### src/rtl/rw_sequencer.sv
// Arbitrates a shared port between a write and a read requester: NUM_TXN of each per run,
// round-robin when both are eligible, 1-cycle write strobe, 2-cycle read strobe, GAP after each.
module rw_sequencer #(
    parameter int NUM_TXN = 5,
    parameter int CNT_W   = 3
) (
    input  logic             clk,
    input  logic             rst,
    input  logic             start,
    input  logic             wr_req,
    input  logic             rd_req,
    output logic             wr,
    output logic             rd,
    output logic [CNT_W-1:0] wr_cnt,
    output logic [CNT_W-1:0] rd_cnt,
    output logic             busy,
    output logic             done
);

    localparam logic [2:0] IDLE = 3'd0;
    localparam logic [2:0] ARB  = 3'd1;
    localparam logic [2:0] WR   = 3'd2;
    localparam logic [2:0] RD1  = 3'd3;
    localparam logic [2:0] RD2  = 3'd4;
    localparam logic [2:0] GAP  = 3'd5;
    localparam logic [2:0] FIN  = 3'd6;

    localparam logic [CNT_W-1:0] MAX_CNT = CNT_W'(NUM_TXN);

    logic [2:0] state;
    logic [2:0] state_nxt;
    logic       last_rd;     // 1: read was granted last, so write wins a tie
    logic       wr_ok;
    logic       rd_ok;
    logic       all_done;
    logic       grant_wr;
    logic       grant_rd;

    always_comb begin
        wr_ok    = wr_req && (wr_cnt < MAX_CNT);
        rd_ok    = rd_req && (rd_cnt < MAX_CNT);
        all_done = (wr_cnt == MAX_CNT) && (rd_cnt == MAX_CNT);
        grant_wr = !all_done && wr_ok && (!rd_ok || last_rd);
        grant_rd = !all_done && rd_ok && !grant_wr;
    end

    always_comb begin
        state_nxt = state;
        case (state)
            IDLE: if (start) state_nxt = ARB;
            ARB: begin
                if (all_done)      state_nxt = FIN;
                else if (grant_wr) state_nxt = WR;
                else if (grant_rd) state_nxt = RD1;
            end
            WR:      state_nxt = GAP;
            RD1:     state_nxt = RD2;
            RD2:     state_nxt = GAP;
            GAP:     state_nxt = ARB;
            FIN:     state_nxt = IDLE;
            default: state_nxt = IDLE;
        endcase
    end

    always_ff @(posedge clk or posedge rst) begin
        if (rst) begin
            state   <= IDLE;
            wr_cnt  <= '0;
            rd_cnt  <= '0;
            last_rd <= 1'b1;
        end else begin
            state <= state_nxt;
            if (state == IDLE && start) begin
                wr_cnt <= '0;
                rd_cnt <= '0;
            end
            // Counts advance as the strobe phase is left, so they reflect completed transfers.
            if (state == WR)  wr_cnt <= wr_cnt + CNT_W'(1);
            if (state == RD2) rd_cnt <= rd_cnt + CNT_W'(1);
            if (grant_wr && state == ARB)      last_rd <= 1'b0;
            else if (grant_rd && state == ARB) last_rd <= 1'b1;
        end
    end

    assign wr   = (state == WR);
    assign rd   = (state == RD1) || (state == RD2);
    assign busy = (state != IDLE);
    assign done = (state == FIN);

endmodule

### config.mk
export PLATFORM = sky130hd
export DESIGN_NAME = rw_sequencer
export DESIGN_NICKNAME = d
export VERILOG_FILES = /design/src/rtl/rw_sequencer.sv
export SDC_FILE = /design/constraint.sdc
export NUM_CORES = 1
export LEC_CHECK = 0
export CORE_AREA = 2 2 39 41
export DETAILED_ROUTE_END_ITERATION = 8
export DIE_AREA = 0 0 41 43
export PLACE_DENSITY = 0.83
export SYNTH_ARGS = -nofsm -noshare
export SYNTH_HDL_FRONTEND = slang
export SYNTH_SLANG_ARGS = --single-unit
### constraint.sdc
create_clock -name clk -period 3.8 [get_ports clk]
set_clock_uncertainty 0.2 [all_clocks]
set_input_delay 0.76 -clock clk [delete_from_list [all_inputs] [get_ports clk]]
set_output_delay 0.76 -clock clk [all_outputs]
set_load 0.1 [all_outputs]
**After elaboration in Yosys (flattened, before gate mapping)**

Index checks and enable logic that the tools add are counted.

- Magnitude comparators: 2
- Equality and inequality tests: 10
- $add $sub $neg: 2
- Reductions and logical operators: 22
- Muxes and demuxes: 10

Operators by type and width:

| kind | count |
|---|---|
| 3-bit two-way mux | 7 |
| 3-bit equality test, second input constant | 5 |
| 3-bit one-hot mux with 5 select lines | 1 |
| 1-bit logical AND | 10 |
| 3-bit by 1-bit adder with 3-bit output, second input constant | 2 |
| 3-bit by 2-bit equality test with 1-bit output, second input constant | 2 |
| 3-bit < comparator, second input constant | 2 |
| 2-bit nonzero test | 3 |
| 4-bit != test, second input constant | 1 |
| 3-bit by 1-bit equality test with 1-bit output, second input constant | 1 |
| 1-bit logical NOT | 3 |
| 3-bit logical NOT | 1 |
| 3-bit nonzero test | 1 |
| 1-bit logical OR | 2 |
| 1-bit two-way mux | 2 |
| 2-bit != test, second input constant | 1 |
| 2-bit AND reduction | 1 |
| 2-bit OR reduction | 1 |

- Input port bits: 5
- Logic and storage cells: 50
- Output and inout port bits: 10
- Bits in registers: 10

**Logic depth before layout (Yosys ltp)**

Gate-level depths: netlist of the first run.

- Depth after elaboration: 11
- Depth in mapped cells: 5
- Gate-level depth less buffers: 5

**Worst setup path after synthesis of the first run**

Ideal clock, no wire load.

- Path kind: reg2out
- From: reg state[0]
- To: out wr
- Path slack: 1.282 ns
- Buffers on the path: 2
- Data arrival time: 1.558 ns
- Cell stages (with the launch flop): 5
- Required time: 2.840 ns
- Cells stage by stage: dfrtp_1 buf_2 or3b_1 clkbuf_2 inv_1

- Word-level cells in the longest chain between the ends: 1

RTL lines:

| element | RTL line | RTL |
|---|---|---|
| start, declared | 30 | `logic [2:0] state;` |
| start signal, assigned | 72 | `state <= state_nxt;` |
| 3-bit by 2-bit equality test with 1-bit output | 85 | `assign wr = (state == WR);` |
| end, declared | 12 | `output logic wr,` |

Every way passes these cells.

**Worst setup path in the final report of the first run**

- From: reg state[2]
- To: out busy

- Word-level cells in the longest chain between the ends: 1

RTL lines:

| element | RTL line | RTL |
|---|---|---|
| 3-bit nonzero test | 87 | `assign busy = (state != IDLE);` |
| end, declared | 16 | `output logic busy,` |

Every way passes these cells.

==> flow_summary_export.csv, run 1 <==
group,metric,value,unit
outcome,status,"finished, final reports clean",
synth,synth_edf_count,0,
timing,finalSetupViolCount,0,
floorplanning,die_h,43,um
synth,synth_cells,63,
synth,synthFlopType,"dfrtp_1",
finish,drive_above_1_share,9.09,%
hold_path,holdPathStages,1,
floorplanning,rows,14,
route,vias_per_cell,5.48,
cts,root_buffer,"clkbuf_4",
setup_path,required,2.84,ns
setup_path,cp-end-kind,"output pin",
setup_path,cpPeakStageDelay,0.97,ns
route,dr.pass1.iters,4,
synth,yosys.area.top_type,"dfrtp_1",
cts,clockBufferDepth,2,
timing,maxSlewHeadroom,35.4,%
route,finalWirelength,1120,um
job,maxCapViolations,0,
floorplanning,coreArea,1380,um2
floorplanning,io-pin-count,15,
cts,cts_tree,"yes",
finish,insertedDiodeCount,0,
timing,tightestPinTransition,0.967,ns
synth,synth_top_family_by_area,"simple AND/OR/NAND/NOR gates",
setup_path,cp-start-kind,"flip-flop",
finish,utilization,54.7,%
synth,synth_top_area_share,37.3,%
global_routing,grt_pass1_vias,476,
synth,yosysMostFrequentCell,"dfrtp_1",
timing,timing.final.crit_share,80.2,%
synth,ys_ff_latch,10,
synth,synth.avg_cell_area,9.57,um2
setup_path,cp.arrival,2.09,ns
finish,fin_cells,93,
setup_path,cpLargestDelayFamily,"buffers and inverters",
floorplanning,die-area,1760,um2
placed_design,numPortBuffers,14,
synth,synth_area_leaders,"dfrtp_1 (37%), ha_1 (8.3%), o21ai_0 (5.8%)",
setup_path,r2r_cells,3,
setup_path,worstPathMaxFanout,11,
setup_path,crit_buf_inv,1,
route,wl_per_cell,12.1,um
route,drc,0,
timing,fin_tns_setup,0,ns
cts,cts_hold_buf,0,
timing,max_freq,328,MHz
cts,clock_latency,0.27,ns
route,ant_nets,0,
synth,synth.distinct_cells,29,
finish,area_growth,25.5,%
global_routing,grt_overflow,0,
synth,ys_warn_count,0,
cts,cts_buffers,3,
route,drtIter0Drc,16,
timing,fin_hold_ws,0.354,ns
placed_design,hpwl,829,um
global_routing,antenna_found_initial,0,
cts,htreeDepth,1,
timing,grt_setup_unrepaired,"no",
cts,postCtsSetupBuffers,0,
synth,synth.top_cells.by_count,"dfrtp_1 (9), o21ai_0 (7), inv_1 (6)",
setup_path,cp.depth,2,
synth,synth_mux_area_share,1.66,%
synth,synth-simple-area-share,23.9,%
timing,hold_viol_final,0,
synth,synthArstFlopShare,100,%
cts,clkTransAtPathRegs,0.06,ns
timing,drv_slew,0,
cts,cts_resized,0,
synth,seq_area_frac_synth,41.7,%
synth,syn-num-nets,72,
setup_path,critPathKind,"reg2out",
placed_design,dp_cells,89,
synth,synth_compound_area_share,16.6,%
route,vias,510,
synth,synth-xor-area-share,0,%
cts,cts.sinks,10,
floorplanning,die_w,41,um
global_routing,grt_max_degree,12,
hold_path,hold_class,"reg2reg",
global_routing,grt_pass1_wl,1950,um
global_routing,track_usage,16.2,%
floorplanning,initial_core_util,43.6,%
setup_path,cpMaxStageDelayCell,"clkdlybuf4s50_1",
synth,synth-adder-area-share,8.30,%
setup_path,crit_chain,"or3_1, clkdlybuf4s50_1",
placed_design,gp_congestion,0.750,
finish,final_nets,87,
timing,period_needed,3.05,ns
synth,syn_area,603,um2
-- final timing paths --
| path | startpoint | end | slack, ns |
|---|---|---|---|
| max in group asynchronous | rst | last_rd$_DFFE_PP1P_ | 2.51 |
| min in group asynchronous | rst | rd_cnt[0]$_DFFE_PP0P_ | 0.57 |
| worst max register to register | state[2]$_DFFE_PP0P_ | state[0]$_DFFE_PP0P_ | 2.01 |
| worst max-delay path | state[2]$_DFFE_PP0P_ | busy | 0.75 |
| worst min-delay path | rd_cnt[0]$_DFFE_PP0P_ | rd_cnt[0]$_DFFE_PP0P_ | 0.35 |
| worst min register to register | rd_cnt[0]$_DFFE_PP0P_ | rd_cnt[0]$_DFFE_PP0P_ | 0.35 |
-- final cells by class --
| class | count | area [um2] |
|---|---|---|
| Multi-Input combinational cell | 43 | 304 |
| Tap cell | 16 | 20.0 |
| Sequential cell | 10 | 251 |
| Clock buffer | 4 | 26.3 |
| Fill cell | 130 | 627 |
| Timing Repair Buffer | 14 | 133 |
| Inverter | 6 | 22.5 |
-- stage by stage --
step,setup slack [ns],cell area [um2]
2_1_floorplan,1.28,603
3_3_place_gp,1.05,731
3_5_place_dp,1.04,731
4_1_cts,0.749,757
5_1_grt,0.673,757
6_report,0.754,757
-- placed cells by master, fill, tap and decap left out, types with 2 or more instances in the layout --
cell type | Yosys | final
nand2_1 | 4 | 4
inv_1 | 6 | 6
and3b_1 | 2 | 2
nand4_1 | 2 | 2
nor2b_1 | 2 | 2
clkbuf_4 | 0 | 3
or3_1 | 2 | 2
ha_1 | 4 | 4
nor4b_1 | 2 | 2
nand3b_1 | 2 | 2
o22ai_1 | 2 | 2
dfrtp_1 | 9 | 9
a41oi_1 | 2 | 2
clkdlybuf4s50_1 | 0 | 11
a21oi_1 | 2 | 2
buf_4 | 0 | 3
o21ai_0 | 7 | 7
-- sequential cells by signal, indices dropped and copies added (netlist names) --
| signal | flops |
|---|---|
| state | 3 |
| rd_cnt | 3 |
| last_rd | 1 |
| wr_cnt | 3 |
-- routing by layer --
layer	vias up	part of all wire [%]	global-route usage, %	wire [um]
li1	255	-	-	-
met1	234	49	23.0	554
met2	17	43	22.2	484
met3	4	5.6	2.09	63
met4	0	2.0	10.7	22
met5	-	0	0	0
-- cells by family after synthesis --
kind of cell    after synthesis
mux                           1
fa+ha+maj                     4
simple gates                 22
compound gates               16
flops                        10
buf+inv                      10
Power of run 1 is not shown: default switching activity piles up to over one toggle a cycle in this logic, so the estimate is an artifact.
==> inputs of run 2 (changes only) <==
==> config.mk (replaced) <==
export PLATFORM = sky130hd
export DESIGN_NAME = rw_sequencer
export DESIGN_NICKNAME = d
export VERILOG_FILES = /design/src/rtl/rw_sequencer.sv
export SDC_FILE = /design/constraint.sdc
export NUM_CORES = 1
export LEC_CHECK = 0
export CORE_MARGIN = 1
export CORE_UTILIZATION = 46
export DETAILED_ROUTE_END_ITERATION = 8
export PLACE_DENSITY = 0.84
export SYNTH_ARGS = -nofsm -noshare
export SYNTH_HDL_FRONTEND = slang
export SYNTH_SLANG_ARGS = --single-unit
==> constraint.sdc (replaced) <==
create_clock -name clk -period 2.85 [get_ports clk]
set_clock_uncertainty 0.2 [all_clocks]
set_input_delay 0.57 -clock clk [delete_from_list [all_inputs] [get_ports clk]]
set_output_delay 0.57 -clock clk [all_outputs]
set_load 0.1 [all_outputs]
==> flow_summary_export.csv, run 2 (synthesis results as in run 1) <==
group,metric,value,unit
cts,clockBufferDepth,2,
hold_path,hold_class,"reg2reg",
placed_design,numPortBuffers,14,
setup_path,worstSetupEndpoint,"wr",
setup_path,worstPathMaxFanout,10,
timing,drv_slew,0,
global_routing,antenna_found_initial,0,
setup_path,r2r_setup_slack,1.06,ns
setup_path,cp-end-kind,"output pin",
route,ant_nets,0,
setup_path,critPathKind,"reg2out",
route,drtIter0Drc,13,
floorplanning,initial_core_util,52.2,%
floorplanning,die_w,38.2,um
global_routing,track_usage,23.4,%
cts,cts_hold_buf,0,
setup_path,cp.arrival,1.62,ns
floorplanning,io-pin-count,15,
cts,cts_resized,0,
timing,final.setup.worst_slack,0.463,ns
route,wl_per_cell,14.1,um
hold_path,hold_start,"last_rd$_DFFE_PP1P_",
setup_path,required,2.08,ns
job,maxCapViolations,0,
floorplanning,die-area,1460,um2
outcome,status,"finished, final reports clean",
finish,final_cell_mix,"buf_4 (9), dfrtp_1 (9), o21ai_0 (7)",
cts,root_buffer,"clkbuf_4",
placed_design,pre_cts_ws,0.663,ns
placed_design,placed_cell_area,723,um2
finish,drive_above_1_share,19.5,%
cts,cts.sinks,10,
timing,hold_viol_final,0,
setup_path,reg2reg_from,"state[1]$_DFFE_PP0P_",
route,drc,0,
cts,cts_buffers,3,
cts,postCtsSetupBuffers,0,
timing,maxSlewHeadroom,50.8,%
placed_design,gp_congestion,0.718,
placed_design,hpwl,889,um
finish,final_nets,87,
timing,fin_tns_setup,0,ns
timing,period_needed,2.39,ns
setup_path,crit_start,"state[1]$_DFFE_PP0P_",
finish,insertedDiodeCount,0,
finish,largestRegisters,"rd_cnt x3, state x3, wr_cnt x3",
timing,tightestPinTransition,0.727,ns
cts,clock_latency,0.27,ns
floorplanning,die_h,38.2,um
timing,timing.final.crit_share,83.7,%
floorplanning,coreArea,1160,um2
setup_path,cp-start-kind,"flip-flop",
cts,clkTransAtPathRegs,0.07,ns
global_routing,grt_max_degree,12,
setup_path,worstReg2RegEnd,"wr_cnt[2]$_DFFE_PP0P_",
finish,final_area,759,um2
timing,finalSetupViolCount,0,
global_routing,grt_pass1_wl,2190,um
global_routing,grt_pass1_vias,462,
timing,max_freq,419,MHz
floorplanning,rows,12,
route,finalWirelength,1290,um
route,vias,541,
global_routing,grt_overflow,0,
setup_path,r2r_cells,3,
cts,htreeDepth,1,
route,dr.pass1.iters,4,
route,vias_per_cell,5.95,
cts,cts_tree,"yes",
timing,grt_setup_unrepaired,"no",
finish,area_growth,25.9,%
run 2: per-layer routing:
metal / vias up / global-route usage, % / share of wire [%]
met1: 256 / 28.9 / 46
met3: 5 / 8.72 / 6.5
met2: 25 / 34.7 / 46
li1: 255 / - / -
met4: 0 / 13.4 / 1.9
met5: - / 0 / 0
run 2: worst min path at each step:
stage | endpoint | slack, ns | cells after the start
CTS | state[0]$_DFFE_PP0P_ | 0.35 | 1
global route | state[0]$_DFFE_PP0P_ | 0.36 | 1
finish | state[0]$_DFFE_PP0P_ | 0.35 | 1
floorplan | rd_cnt[0]$_DFFE_PP0P_ | 0.21 | 1
detailed placement | state[0]$_DFFE_PP0P_ | 0.34 | 1
global placement | state[0]$_DFFE_PP0P_ | 0.33 | 1
run 2: final cells by class:
type | instances | area [um2]
inverter | 6 | 22.5
fill | 93 | 397
clock buffer | 4 | 36.3
tap | 14 | 17.5
multi-input combinational | 43 | 304
timing repair buffer | 14 | 128
sequential | 10 | 251
run 2: worst max-delay path, stage by stage (launching register included):
cell and delay (ns):
dfrtp_1 0.51, or3b_1 0.51, inv_1 0.14, buf_12 0.18
run 2: stage by stage:
step / utilization (%) / std cells / hold slack [ns]
2_1_floorplan: - / 63 / 0.209
3_3_place_gp: 62.6 / 87 / 0.330
3_5_place_dp: 62.6 / 87 / 0.337
4_1_cts: 65.7 / 91 / 0.351
5_1_grt: 65.7 / 91 / 0.362
6_report: 65.7 / 91 / 0.353
Power of run 2 is left out for the same reason.
